--- src/rtl/mem_wb_pkg.sv ---
// mem_wb_pkg: shared control struct, width limit and write-back value select
package mem_wb_pkg;
  localparam int DW_MAX = 64;
  typedef struct packed {
    logic valid;
    logic wb_en;
    logic mem_r_en;
  } ctl_t;
  function automatic logic [DW_MAX-1:0] wb_select(input logic mem_r_en, input logic [DW_MAX-1:0] alu, input logic [DW_MAX-1:0] mem);
    return mem_r_en ? mem : alu;
  endfunction
endpackage

--- src/rtl/mem_wb_fwd_match.sv ---
// mem_wb_fwd_match: one held entry against one query register gives hit and write-back value
module mem_wb_fwd_match
  import mem_wb_pkg::*;
#(
  parameter int DATA_W = 32,
  parameter int REG_W  = 4
) (
  input  ctl_t              ctl,
  input  logic [DATA_W-1:0] alu,
  input  logic [DATA_W-1:0] mem,
  input  logic [REG_W-1:0]  dest,
  input  logic [REG_W-1:0]  src,
  output logic              hit,
  output logic [DATA_W-1:0] value
);
  assign hit   = ctl.valid & ctl.wb_en & (dest == src);
  assign value = hit ? DATA_W'(wb_select(ctl.mem_r_en, DW_MAX'(alu), DW_MAX'(mem))) : '0;
endmodule

--- src/rtl/mem_wb_elastic_reg.sv ---
// mem_wb_elastic_reg: MEM->WB register with valid/ready, one-entry skid, flush and forwarding lookup
module mem_wb_elastic_reg
  import mem_wb_pkg::*;
#(
  parameter int DATA_W = 32,
  parameter int REG_W  = 4
) (
  input  logic              clk,
  input  logic              rst,
  input  logic              flush,
  input  logic              in_valid,
  output logic              in_ready,
  input  logic              WB_en_in,
  input  logic              Mem_R_en_in,
  input  logic [DATA_W-1:0] ALU_result_in,
  input  logic [DATA_W-1:0] Mem_read_value_in,
  input  logic [REG_W-1:0]  Dest_in,
  output logic              out_valid,
  input  logic              out_ready,
  output logic              WB_en,
  output logic              Mem_R_en,
  output logic [DATA_W-1:0] ALU_result,
  output logic [DATA_W-1:0] Mem_read_value,
  output logic [REG_W-1:0]  Dest,
  output logic [DATA_W-1:0] wb_value,
  input  logic [REG_W-1:0]  src_a,
  input  logic [REG_W-1:0]  src_b,
  output logic              fwd_a_hit,
  output logic              fwd_b_hit,
  output logic [DATA_W-1:0] fwd_a_value,
  output logic [DATA_W-1:0] fwd_b_value,
  output logic [1:0]        occupancy
);
  ctl_t              r_h_ctl, r_s_ctl;
  logic [DATA_W-1:0] r_h_alu, r_h_mem, r_s_alu, r_s_mem;
  logic [REG_W-1:0]  r_h_dest, r_s_dest;
  logic              w_accept, w_pop;
  ctl_t              w_ctl [2];
  logic [DATA_W-1:0] w_alu [2];
  logic [DATA_W-1:0] w_mem [2];
  logic [REG_W-1:0]  w_dest [2];
  logic [REG_W-1:0]  w_src [2];
  logic              w_hit [2][2];
  logic [DATA_W-1:0] w_val [2][2];
  assign in_ready = ~r_s_ctl.valid;
  assign w_accept = in_valid & in_ready & ~flush;
  assign w_pop    = r_h_ctl.valid & out_ready;
  always_ff @(posedge clk)
    if (rst) begin
      r_h_ctl  <= '0;
      r_s_ctl  <= '0;
      r_h_alu  <= '0;
      r_h_mem  <= '0;
      r_s_alu  <= '0;
      r_s_mem  <= '0;
      r_h_dest <= '0;
      r_s_dest <= '0;
    end else if (flush) begin
      r_h_ctl.valid <= 1'b0;
      r_s_ctl.valid <= 1'b0;
    end else begin
      if (!r_h_ctl.valid || w_pop) begin
        if (r_s_ctl.valid) begin
          r_h_ctl  <= r_s_ctl;
          r_h_alu  <= r_s_alu;
          r_h_mem  <= r_s_mem;
          r_h_dest <= r_s_dest;
        end else if (w_accept) begin
          r_h_ctl  <= {1'b1, WB_en_in, Mem_R_en_in};
          r_h_alu  <= ALU_result_in;
          r_h_mem  <= Mem_read_value_in;
          r_h_dest <= Dest_in;
        end else
          r_h_ctl.valid <= 1'b0;
      end
      if (r_s_ctl.valid && w_pop)
        r_s_ctl.valid <= 1'b0;
      else if (r_h_ctl.valid && !w_pop && w_accept) begin
        r_s_ctl  <= {1'b1, WB_en_in, Mem_R_en_in};
        r_s_alu  <= ALU_result_in;
        r_s_mem  <= Mem_read_value_in;
        r_s_dest <= Dest_in;
      end
    end
  assign out_valid      = r_h_ctl.valid;
  assign WB_en          = r_h_ctl.valid & r_h_ctl.wb_en;
  assign Mem_R_en       = r_h_ctl.valid & r_h_ctl.mem_r_en;
  assign ALU_result     = r_h_alu;
  assign Mem_read_value = r_h_mem;
  assign Dest           = r_h_dest;
  assign wb_value       = DATA_W'(wb_select(r_h_ctl.mem_r_en, DW_MAX'(r_h_alu), DW_MAX'(r_h_mem)));
  assign occupancy      = 2'(r_h_ctl.valid) + 2'(r_s_ctl.valid);
  assign w_ctl  = '{r_h_ctl, r_s_ctl};
  assign w_alu  = '{r_h_alu, r_s_alu};
  assign w_mem  = '{r_h_mem, r_s_mem};
  assign w_dest = '{r_h_dest, r_s_dest};
  assign w_src  = '{src_a, src_b};
  for (genvar i = 0; i < 2; i++) begin : g_ent
    for (genvar j = 0; j < 2; j++) begin : g_qry
      mem_wb_fwd_match #(.DATA_W(DATA_W), .REG_W(REG_W)) u_match (
        .ctl  (w_ctl[i]),
        .alu  (w_alu[i]),
        .mem  (w_mem[i]),
        .dest (w_dest[i]),
        .src  (w_src[j]),
        .hit  (w_hit[i][j]),
        .value(w_val[i][j])
      );
    end
  end
  assign fwd_a_hit   = w_hit[1][0] | w_hit[0][0];
  assign fwd_b_hit   = w_hit[1][1] | w_hit[0][1];
  assign fwd_a_value = w_hit[1][0] ? w_val[1][0] : w_val[0][0];
  assign fwd_b_value = w_hit[1][1] ? w_val[1][1] : w_val[0][1];
endmodule
--- config.mk ---
export PLATFORM = sky130hd
export DESIGN_NAME = mem_wb_elastic_reg
export DESIGN_NICKNAME = d
export VERILOG_FILES = /design/src/rtl/mem_wb_pkg.sv /design/src/rtl/mem_wb_fwd_match.sv /design/src/rtl/mem_wb_elastic_reg.sv
export SDC_FILE = /design/constraint.sdc
export NUM_CORES = 1
export LEC_CHECK = 0
export BUFFER_PORTS_ARGS = -buffer_cell sky130_fd_sc_hd__clkbuf_2
export CAP_MARGIN = 0
export CORE_MARGIN = 5
export CORE_UTILIZATION = 56
export DETAILED_ROUTE_END_ITERATION = 6
export PLACE_DENSITY = 0.83
export REMOVE_ABC_BUFFERS = 1
export SETUP_SLACK_MARGIN = 0.2
export SLEW_MARGIN = 30
export SYNTH_ARGS = -nofsm -noshare
export SYNTH_HDL_FRONTEND = slang
export SYNTH_HIERARCHICAL = 1
export SYNTH_SLANG_ARGS = --single-unit
--- constraint.sdc ---
create_clock -name clk -period 3 [get_ports clk]
set_clock_uncertainty 0.1 [all_clocks]
set_input_delay 0.6 -clock clk [delete_from_list [all_inputs] [get_ports clk]]
set_output_delay 0.6 -clock clk [all_outputs]
set_load 0.03 [all_outputs]
# Yosys cells after proc, flatten, opt, wreduce, memory -nomap -nowiden
# Index checks and enable logic that the tools add are counted.
[classes]
n_addsub = 1
multipliers = 0
div_mod_pow = 0
order_cmp = 0
n_eq_ne = 4
shift = 0
mux = 15
n_bitwise = 15
reduce_logical = 11
[ops]
columns = ["cell", "n"]
rows = [
  ["$mux W32", 10],
  ["$eq A4 B4 Y1", 4],
  ["$and A1 B1 Y1", 10],
  ["$mux W4", 2],
  ["$reduce_and A3 Y1", 2],
  ["$logic_and A1 B1 Y1", 3],
  ["$mux W3", 1],
  ["$not A1 Y1", 3],
  ["$reduce_or A3 Y1", 1],
  ["$add A1 B1 Y2", 1],
  ["$logic_not A1 Y1", 2],
  ["$mux W2", 1],
  ["$or A1 B1 Y1", 2],
  ["$reduce_bool A2 Y1", 1],
  ["$reduce_or A2 Y1", 1],
  ["$logic_or A1 B1 Y1", 1],
  ["$mux W1", 1],
]
[word_totals]
register_bits = 142
latchBits = 0
ramBits = 0
rom_bits = 0
inputBits = 83
n_memories = 0

# Logic depth before layout (Yosys ltp)
# Gate-level depths: netlist of the first run.
[logic_depth]
depth_word = 5
depth_mapped = 7
ltp_nobuf = 4

# By module
# The synthesis of the first run kept the hierarchy.
[by_module_without_submodules]
columns = ["mod", "n_inst", "cells_per_inst", "area_per_inst_um2", "seq_area_each_um2"]
rows = [
  ["mem_wb_elastic_reg", 1, 748, 7943.9, 2842.7],
  ["mem_wb_fwd_match", 4, 81, 760.7, 0.0],
]

# Worst setup path before layout of the first run
# No wires, ideal clock.
[synth_timing]
kind = "input-to-output"
start = "in src_a[0]"
end = "out fwd_a_value[10]"
arrival_time_ps = 2069
required_ps = 2300
setup_slack_ps = 231
path_stages = 7
path_buffers = 3
cell_sequence = "xnor2_1 > nand3_2 > buf_6 > nor2_1 > clkbuf_1 > buf_2 > mux2_2"
[synth_rtl]
columns = ["item", "line", "rtl"]
rows = [
  ["from (decl)", "mem_wb_elastic_reg.sv:26", "input logic [REG_W-1:0] src_a,"],
  ["to (decl)", "mem_wb_elastic_reg.sv:30", "output logic [DATA_W-1:0] fwd_a_value,"],
]

==> reports/metrics.yaml, run 1 <==
run_status:
  status: "finished, final reports clean"
place:
  hpwl_um: 21000
  io_buffers: 254
  routabilityCongestion: 0.831
synthesis:
  ys_warn_count: 6
  ys_top_cells_by_area: "dfxtp_1, mux2i_1, nor3_2"
  synthSimpleGateAreaFrac_pct: 20.2
  synthDistinctLibCells: 26
  synthXorXnorAreaFrac_pct: 1.28
  syn-mean-instance-area_um2: 10.2
  synth-compound-area-share_pct: 11.4
  netlist_area_um2: 11000
  synth_fa_ha_area_share_pct: 0.114
  synth_top_area_share_pct: 25.9
  synth_top_area_cell: "dfxtp_1"
  yosysMostFrequentCell: "mux2i_1"
  synth_mux_area_share_pct: 34.3
  ys.flop_type: "dfxtp_1"
  yosysSeqAreaShare_pct: 25.9
  ys_ff_latch: 142
  synth-edff-count: 0
  synthArstFlopShare_pct: 0
  synth_common_cells: "mux2i_1, dfxtp_1, nand2b_1"
  synth_top_family_by_area: "multiplexers"
  synthCells: 1072
setup_path:
  path_max_fanout: 9
  path_delay_family: "buffers and inverters"
  slowest_delay_ps: 370
  critPathCaptureType: "output port"
  critPathBufInv: 3
  startpoint: "r_s_dest[1]$_SDFFE_PP0P_"
  worstPathArrival_ps: 2120
  slowest_stage: "dfxtp_4"
  start_kind: "flop"
  worst-setup-path-type: "flop to output port"
  reg2reg_from: "r_s_ctl[2]$_SDFFE_PP0P_"
  worstPathCellList: "xnor2_2 > nand3_2 > nor2_4 > buf_4 > clkbuf_16 > mux2_2 > buf_2"
  worst_ep_required_time_ps: 2300
sta:
  fin_hold_ws_ps: 308
  rsz0062_at_grt: "true"
  slew_violations: 0
  min_period_ps: 2820
  period_share_pct: 93.9
  slew_headroom_pct: 57.0
  maxClockFrequency_mhz: 355
  tightest_slew_ps: 644
  final_hold_viol_count: 0
  finalSetupViolCount: 0
cts:
  hold_buffers: 0
  clkSinkCount: 142
  clk_pin_slew_worst_paths_ps: 60
  clk_latency_ps: 420
  tritoncts: "yes"
  cts_buffer_depth: 2
  cts_inserted_buffers: 17
  root_buffer: "clkbuf_16"
  htreeDepth: 4
power:
  p_total_mw: 5.64
  peakVddDrop_mv: 0.426
  comb_power_share_pct: 19.9
  power.leakage_nw: 4.59
  switching_share_pct: 29.9
  clockPowerShare_pct: 43.3
  seqPwrFrac_pct: 36.7
  power.internal_mw: 3.96
  net-switching-power_mw: 1.68
  power_density_nw_per_um2: 419
die:
  ios: 255
  core_area_um2: 19400
  die-area_um2: 22500
  start_util_pct: 56.6
  die_h_um: 150
  die_w_um: 150
  rows: 51
layout:
  num_antenna_cells: 0
  final_nets: 1364
  area_growth_pct: 22.6
  drive_above_1_share_pct: 49.7
grt:
  grt_max_degree: 71
  grt_pass1_wl_um: 49900
  grt_antenna_before_repair: 1
  grt_overflow: 0
  grt_pass1_vias: 9356
  grt_usage_pct: 27.7
detailed_routing:
  route.vias.total: 9326
  ant_nets: 0
  wl_per_cell_um: 21.5
  via_per_inst: 5.99
  wl_um: 33600
  drt_pass1_iterations: 5
  drc: 0
  first_iter_violations: 514
min_path:
  min_from: "flush"
  hp-class: "primary input to flop"
flow_run:
  maxCapViolCount: 0
[what timing repair did]
action                     4_1_cts  5_1_grt
setup buffers                    4        5
pin swaps                        0        5
hold endpoints to repair         0        0
setup endpoints to repair       58       64
gates cloned                     0        5
gates resized for setup         10      102
[metal layers]
metal / share of wire (%) / vias up / GRT usage, %
met3: 6.9 / 63 / 4.24
met4: 2.7 / 2 / 9.84
met1: 43 / 4575 / 36.8
met2: 47 / 388 / 45.8
met5: 0.039 / - / 0
li1: - / 4298 / -
[registers in the layout (all words and copies together), names as in the netlist]
name	count
r_s_alu	32
r_s_ctl	3
Mem_read_value	32
r_h_ctl	2
r_s_dest	4
out_valid	1
Dest	4
ALU_result	32
r_s_mem	32
[logic make-up (layout without fill, tap and decap cells)]
group,count (synthesis),after routing
compound gates,144,144
xor+xnor,16,16
fa+ha+maj,1,1
buf+inv,116,337
flops,142,142
mux,364,364
simple gates,289,289
[power by group through the flow]
| stage | clock network (mW) | logic [mW] | registers [mW] |
|---|---|---|---|
| after floorplan | 0 | 0.582 | 2.25 |
| after global placement | 0 | 1.07 | 2.11 |
| after detailed placement | 0 | 1.09 | 2.12 |
| after CTS | 2.47 | 1.11 | 2.07 |
| after global routing | 2.55 | 1.19 | 2.08 |
| final | 2.44 | 1.12 | 2.07 |
[per-stage QoR]
| stage | instances | TNS [ps] | area, µm² | setup slack (ps) | utilization (%) |
|---|---|---|---|---|---|
| floorplan | 957 | -1274000 | 10200 | -9300 | - |
| global placement | 1512 | 0 | 12400 | 260 | 64.0 |
| detailed placement | 1512 | 0 | 12400 | 212 | 64.0 |
| CTS | 1548 | 0 | 13200 | 188 | 67.9 |
| global route | 1558 | 0 | 13500 | 120 | 69.5 |
| finish | 1558 | 0 | 13500 | 183 | 69.5 |
[worst reg2reg max path, cell delays in order, from the launching register on]
cell and delay (ps):
dfxtp_4 380, buf_4 160, nor4_2 380, buf_12 450, mux2i_1 370
[layout by cell type, fill, tap and decap left out, types with 2 or more instances in the layout]
cell type and n:
mux2i_1 268, clkbuf_2 204, nand2b_1 140, dfxtp_1 133, nor3_2 116, mux2_2 84, a21oi_1 71, a211oi_2 70
buf_4 35, buf_2 32, clkbuf_16 23, buf_12 21, nor3_1 11, mux2_1 9, xnor2_1 9, buf_6 8
nand3_2 7, xnor2_2 7, dfxtp_4 6, bufinv_16 5, dfxtp_2 3, mux2_4 3, nor2_1 3, clkinvlp_4 3
and2_1 2, or2_2 2, clkinv_4 2, nor2_4 2
[layout make-up]
class | count | area [µm²]
inverter | 1 | 3.75
tap | 265 | 332
clock buffer | 20 | 479
fill | 1449 | 5920
multi-input combinational | 814 | 7530
sequential | 142 | 2870
clock inverter | 12 | 204
timing repair buffer | 304 | 2050
[final timing paths]
| kind | to | slack (ps) | depth (start not counted) |
|---|---|---|---|
| worst max-delay path | fwd_b_value[20] | 180 | 7 |
| worst min-delay path | out_valid$_SDFFE_PP0P_ | 310 | 2 |
| worst max register to register | r_s_mem[4]$_SDFFE_PP0P_ | 1080 | 4 |
| worst min register to register | r_s_mem[23]$_SDFFE_PP0P_ | 400 | 2 |
Note: power is estimated with default switching activity, not from simulation.
==> run 2, diff against run 1 <==
==> constraint.sdc (replaced) <==
create_clock -name clk -period 3 [get_ports clk]
set_clock_uncertainty 0.1 [all_clocks]
set_input_delay 0.45 -clock clk [delete_from_list [all_inputs] [get_ports clk]]
set_output_delay 0.45 -clock clk [all_outputs]
set_load 0.03 [all_outputs]
==> run 2 against run 1 <==
- register-to-register slack lost 460 ps
- power down 7.5%
- combinational power hardly changed
- worst hold slack got worse by 140 ps
- wire length decreased by 4.3%
- critical path depth fell by 1
- non-clock buffer count fell by 18
- final cell count is 1.2% lower
- critical path type unchanged
==> reports/metrics.yaml, run 2 (synthesis results as in run 1) <==
run_status:
  status: "finished, final reports clean"
grt:
  grt_pass1_vias: 9467  # +1.2%
  grt_usage_pct: 27.9  # +0.16 points
  grt_max_degree: 72  # +1.4%
  grt_pass1_wl_um: 50300  # +0.87%
  grt_overflow: 0  # unchanged
  grt_antenna_before_repair: 1  # unchanged
layout:
  final_common_cell: "mux2i_1"
  stdcell_count: 1539  # -1.2%
  utilization_pct: 66.8  # -2.7 points
  fin_area_um2: 12900  # -3.9%
  drive_above_1_share_pct: 47.7  # -1.9 points
  final_nets: 1346  # -1.3%
  nFillCells: 1575  # +8.7%
  area_growth_pct: 17.9
  num_antenna_cells: 0  # unchanged
  final_cell_mix: "mux2i_1, clkbuf_2, nand2b_1"
place:
  place_ws_ps: 480  # +268 ps
  post-place-cells: 1508  # -0.26%
  routabilityCongestion: 0.814  # -2.1%
  hpwl_um: 20800  # -1.1%
  io_buffers: 254  # unchanged
  placed_area_um2: 12400  # -0.54%
power:
  power.leakage_nw: 4.33  # -5.7%
  power_density_nw_per_um2: 403  # -3.8%
  clockPowerShare_pct: 39.1  # -4.2 points
  seqPwrFrac_pct: 39.7  # +3.0 points
  peakVddDrop_mv: 0.361  # -15%
  comb_power_share_pct: 21.1  # +1.2 points
  p_total_mw: 5.21  # -7.5%
  switching_share_pct: 30.9  # +1.1 points
  power.internal_mw: 3.60  # -8.9%
  net-switching-power_mw: 1.61  # -4.3%
detailed_routing:
  route.vias.total: 9220  # -1.1%
  first_iter_violations: 513  # -0.19%
  via_per_inst: 5.99  # about the same
  ant_nets: 0  # unchanged
  drt_pass1_iterations: 5  # unchanged
  wl_per_cell_um: 20.9  # -3.1%
  drc: 0  # unchanged
  wl_um: 32100  # -4.3%
min_path:
  hp-class: "primary input to flop"
  min_from: "flush"
cts:
  cts_buffer_depth: 2  # unchanged
  clk_latency_ps: 410  # about the same
  root_buffer: "clkbuf_16"
  clk_pin_slew_worst_paths_ps: 60  # about the same
  tritoncts: "yes"
  htreeDepth: 4  # unchanged
  clkSinkCount: 142  # unchanged
  cts_inserted_buffers: 17  # unchanged
  hold_buffers: 0  # unchanged
setup_path:
  path_max_fanout: 14  # +5
  worstPathCellList: "xnor2_1 > nand3_2 > nor2_4 > buf_4 > mux2_2 > clkbuf_2"
  path_delay_family: "buffers and inverters"
  slowest_delay_ps: 430  # +60 ps
  startpoint: "r_s_dest[1]$_SDFFE_PP0P_"
  slowest_stage: "dfxtp_1"
  worst-setup-path-type: "flop to output port"
  start_kind: "flop"
  critPathBufInv: 2  # -1
  worst_ep_required_time_ps: 2450  # +150 ps
  worstPathArrival_ps: 2160  # +40 ps
  reg2reg_from: "r_s_ctl[2]$_SDFFE_PP0P_"
  critPathCaptureType: "output port"
die:
  die-area_um2: 22500  # unchanged
  start_util_pct: 56.6  # unchanged
  core_area_um2: 19400  # unchanged
  die_h_um: 150  # unchanged
  ios: 255  # unchanged
  rows: 51  # unchanged
  die_w_um: 150  # unchanged
sta:
  fin_setup_tns_ps: 0  # unchanged
  min_period_ps: 2710  # -105 ps
  tightest_slew_ps: 787  # +143 ps
  slew_headroom_pct: 47.5  # -9.5 points
  maxClockFrequency_mhz: 369  # +3.9%
  finalSetupViolCount: 0  # unchanged
  period_share_pct: 90.4  # -3.5 points
  fin_hold_ws_ps: 171  # -137 ps
  final_hold_viol_count: 0  # unchanged
  slew_violations: 0  # unchanged
  rsz0062_at_grt: "true"
  worst_slack_ps: 289  # +105 ps
flow_run:
  maxCapViolCount: 0  # unchanged
run 2: cell count changes in the layout (fill, tap and decap cells not counted), moves of 6 or more:
cell / delta
buf_2: -32
xnor2_2: -7
dfxtp_1: +6
buf_4: -22
clkbuf_2: +49
xnor2_1: +7
run 2: repair_timing:
| item | CTS | global route |
|---|---|---|
| resized for setup | 0 | 6 |
| buffers inserted | 0 | 0 |
| endpoints found under the setup margin | 0 | 28 |
run 2: final cells by class:
| type | instances | area [µm²] | area share, % |
|---|---|---|---|
| well taps | 265 | 332 | 2.56 |
| clock buffers | 26 | 542 | 4.18 |
| repair buffers | 286 | 1730 | 13.4 |
| clock inverters | 5 | 25.0 | 0.193 |
| inverters | 1 | 3.75 | 0.0290 |
| multi-input cells | 814 | 7460 | 57.6 |
| flip-flops and latches | 142 | 2850 | 22.0 |
run 2: per-layer routing:
layer / up-vias / wire (µm) / GRT usage, %
li1: 4254 / - / -
met4: 2 / 741 / 9.24
met2: 398 / 15200 / 46.4
met1: 4509 / 13600 / 35.4
met5: - / 13 / 0
met3: 57 / 2510 / 6.78
run 2: worst reg2reg max path: cells and delay by family (launching register included):
family | cells | cell delay [ps]
buf+inv | 2 | 880
simple gates | 1 | 550
flops | 1 | 360
compound gates | 2 | 360
run 2: path summary, 6_finish.rpt:
kind                                       to  slack, ps  cells after the start
hold / removal         out_valid$_SDFFE_PP0P_        170                      2
setup / recovery               fwd_a_value[8]        290                      6
setup reg to reg  ALU_result[27]$_SDFFE_PP0P_        620                      5
hold reg to reg       r_s_alu[6]$_SDFFE_PP0P_        400                      2
run 2: power by group through the flow:
stage | registers [mW] | clock network [mW] | logic (mW)
floorplan | 2.25 | 0 | 0.582
global placement | 2.11 | 0 | 1.07
detailed placement | 2.11 | 0 | 1.10
CTS | 2.07 | 2.06 | 1.10
global route | 2.08 | 2.17 | 1.17
finish | 2.07 | 2.04 | 1.10
==> run 3, diff against run 2 <==
--- a/config.mk
+++ b/config.mk
@@ -5,12 +5,13 @@
 export SDC_FILE = /design/constraint.sdc
 export NUM_CORES = 1
 export LEC_CHECK = 0
+export ABC_AREA = 1
 export BUFFER_PORTS_ARGS = -buffer_cell sky130_fd_sc_hd__clkbuf_2
 export CAP_MARGIN = 0
 export CORE_MARGIN = 5
-export CORE_UTILIZATION = 56
+export CORE_UTILIZATION = 55
 export DETAILED_ROUTE_END_ITERATION = 6
-export PLACE_DENSITY = 0.83
+export PLACE_DENSITY = 0.82
 export REMOVE_ABC_BUFFERS = 1
 export SETUP_SLACK_MARGIN = 0.2
 export SLEW_MARGIN = 30
==> run 3 against run 2 <==
- sequential power barely moved
- sequential share of layout area rose by 1.3 points
- global-route usage fell by 0.74 points
- flip-flop and latch count did not move
- register-to-register slack got worse by 20 ps
- final cell count rose by 43%
- wire length fell by 5.4%
- fmax rose by 2.8%
- setup slack improved by 75 ps
- design area fell by 5.4%
==> reports/metrics.yaml, run 3 <==
synthesis:
  synthArstFlopShare_pct: 0  # unchanged
  synth_top_area_cell: "dfxtp_1"
  synth_top_area_share_pct: 27.3  # +1.5 points
  ys_top_cells_by_area: "dfxtp_1, nor2_1, nand2_1"
  ys_ff_latch: 142  # unchanged
  syn-mean-instance-area_um2: 5.90  # -42%
  yosysSeqAreaShare_pct: 27.3  # +1.5 points
  netlist_area_um2: 10400  # -5.3%
  synthDistinctLibCells: 24  # -7.7%
  synth-edff-count: 0  # unchanged
  synth_common_cells: "nor2_1, nand2_1, inv_1"
  synthCells: 1764  # +65%
  ys.flop_type: "dfxtp_1"
  ys_warn_count: 6  # unchanged
  yosysMostFrequentCell: "nor2_1"
sta:
  maxClockFrequency_mhz: 379  # +2.8%
  finalSetupViolCount: 0  # unchanged
  worst_slack_ps: 364  # +75.0 ps
  min_period_ps: 2640  # -75.0 ps
  slew_violations: 0  # unchanged
  rsz0062_at_grt: "true"
  slew_headroom_pct: 32.7  # -15 points
  period_share_pct: 87.9  # -2.5 points
  fin_hold_ws_ps: 224  # +53.1 ps
  tightest_slew_ps: 1010  # +222 ps
  final_hold_viol_count: 0  # unchanged
  fin_setup_tns_ps: 0  # unchanged
layout:
  final_common_cell: "nor2_1"
  area_growth_pct: 17.8  # about the same
  drive_above_1_share_pct: 19.1  # -29 points
  fin_area_um2: 12200  # -5.4%
  stdcell_count: 2198  # +43%
  utilization_pct: 65.7  # -1.0 points
  final_nets: 2036  # +51%
  final_cell_mix: "nor2_1, nand2_1, clkbuf_2"
  num_antenna_cells: 0  # unchanged
detailed_routing:
  via_per_inst: 5.09  # -15%
  drt_pass1_iterations: 5  # unchanged
  dr_wl_met3_um: 2320  # -7.6%
  routed.top_layer: "met4"
  met2WireLength_um: 14600  # -4.3%
  wl_um: 30400  # -5.4%
  ant_nets: 0  # unchanged
  wl_per_cell_um: 13.8  # -34%
  route.vias.total: 11200  # +21%
  first_iter_violations: 783  # +53%
  wl_met1_um: 12900  # -5.4%
  drc: 0  # unchanged
grt:
  grt_usage_pct: 27.1  # -0.74 points
  grt_overflow: 0  # unchanged
  grt_pass1_vias: 10200  # +7.7%
  grt_antenna_before_repair: 0  # -1
  grt_max_degree: 142  # +97%
  grt_pass1_wl_um: 49600  # -1.4%
setup_path:
  r2r_setup_slack_ps: 600  # -20 ps
  startpoint: "r_s_dest[0]$_SDFFE_PP0P_"
  rr_endpoint: "ALU_result[29]$_SDFFE_PP0P_"
  reg2reg_from: "r_s_ctl[2]$_SDFFE_PP0P_"
  worstPathArrival_ps: 2090  # -70 ps
  worst-setup-path-type: "flop to output port"
  endpoint: "fwd_b_value[13]"
  worst_ep_required_time_ps: 2450  # about the same
  start_kind: "flop"
  path_max_fanout: 16  # +2
  worstPathCellList: "nor2_1 > nor2_1 > nand3_2 > inv_1 > buf_8 > inv_1 > buf_4 > nand2_1 > nand2_1 > clkbuf_2"
  critPathCaptureType: "output port"
  slowest_delay_ps: 420  # about the same
  slowest_stage: "dfxtp_1"
  r2r_cells: 7  # +2
die:
  die_h_um: 148  # -1.7%
  rows: 50  # -2.0%
  start_util_pct: 55.8  # -0.85 points
  die_w_um: 148  # -1.7%
  ios: 255  # unchanged
  core_area_um2: 18600  # -3.9%
  die-area_um2: 21800  # -3.4%
cts:
  tritoncts: "yes"
  clk_pin_slew_worst_paths_ps: 60  # about the same
  cts_inserted_buffers: 17  # unchanged
  cts_buffer_depth: 2  # unchanged
  root_buffer: "clkbuf_16"
  hold_buffers: 0  # unchanged
  clk_latency_ps: 420  # about the same
  htreeDepth: 4  # unchanged
  clkSinkCount: 142  # unchanged
flow_run:
  maxCapViolCount: 0  # unchanged
power:
  peakVddDrop_mv: 0.370  # +2.5%
  power_density_nw_per_um2: 430  # +6.8%
  p_total_mw: 5.27  # +1.1%
  power.leakage_nw: 6.52  # +51%
place:
  hpwl_um: 20000  # -3.8%
  post-place-cells: 2167  # +44%
  routabilityCongestion: 0.863  # +6.1%
  place_ws_ps: 558  # +78.7 ps
  io_buffers: 254  # unchanged
  placed_area_um2: 11600  # -6.2%
min_path:
  hp-class: "primary input to flop"
run_status:
  status: "finished, final reports clean"
==> run 3: where the power goes <==
part | switching (mW) | internal (mW)
clock | 0.819 | 1.45
combinational | 0.608 | 0.325
sequential | 0.102 | 1.96
total | 1.53 | 3.74
==> run 3: worst min path at each step <==
stage	start	end	slack, ps	cells after the start
after CTS	Dest_in[1]	r_s_dest[1]$_SDFFE_PP0P_	220	5
after global placement	r_s_alu[28]$_SDFFE_PP0P_	r_s_alu[28]$_SDFFE_PP0P_	400	2
after detailed placement	r_s_alu[6]$_SDFFE_PP0P_	r_s_alu[6]$_SDFFE_PP0P_	400	2
final	Dest_in[1]	r_s_dest[1]$_SDFFE_PP0P_	220	5
after global routing	Dest_in[3]	r_s_dest[3]$_SDFFE_PP0P_	230	5
after floorplan	r_s_alu[0]$_SDFFE_PP0P_	r_s_alu[0]$_SDFFE_PP0P_	390	2
==> run 3: repair_timing <==
action / 4_1_cts / 5_1_grt
endpoints found under the setup margin: 0 / 64
gates resized for setup: 0 / 10
buffers inserted: 0 / 0
==> run 3: metal layers <==
metal / vias up / global-route usage (%)
li1: 5667 / -
met2: 483 / 45.6
met5: - / 0
met4: 0 / 10.3
met1: 4979 / 34.7
met3: 54 / 5.03
==> run 3: layout make-up <==
class                           count  area (µm²)
Multi-Input combinational cell   1331        6220
Inverter                          178         671
Timing Repair Buffer              282        1580
Fill cell                        1747        6390
Clock buffer                       21         470
Tap cell                          234         293
Sequential cell                   142        2860
Clock inverter                     10         160
==> run 3: worst max-delay path, delay by kind of cell (launching register included) <==
family	cells	cell delay [ps]
buf+inv	5	740
simple gates	5	490
flops	1	420
==> run 3: kinds of logic after synthesis <==
group,Yosys count,share of synthesized area (%)
AO/OA/AOI/OAI,5,0.301
adder cells (fa/ha/maj),1,0.120
buffers and inverters,291,13.0
flip-flops,142,27.3
multiplexers,160,15.8
AND/OR/NAND/NOR,1165,43.4
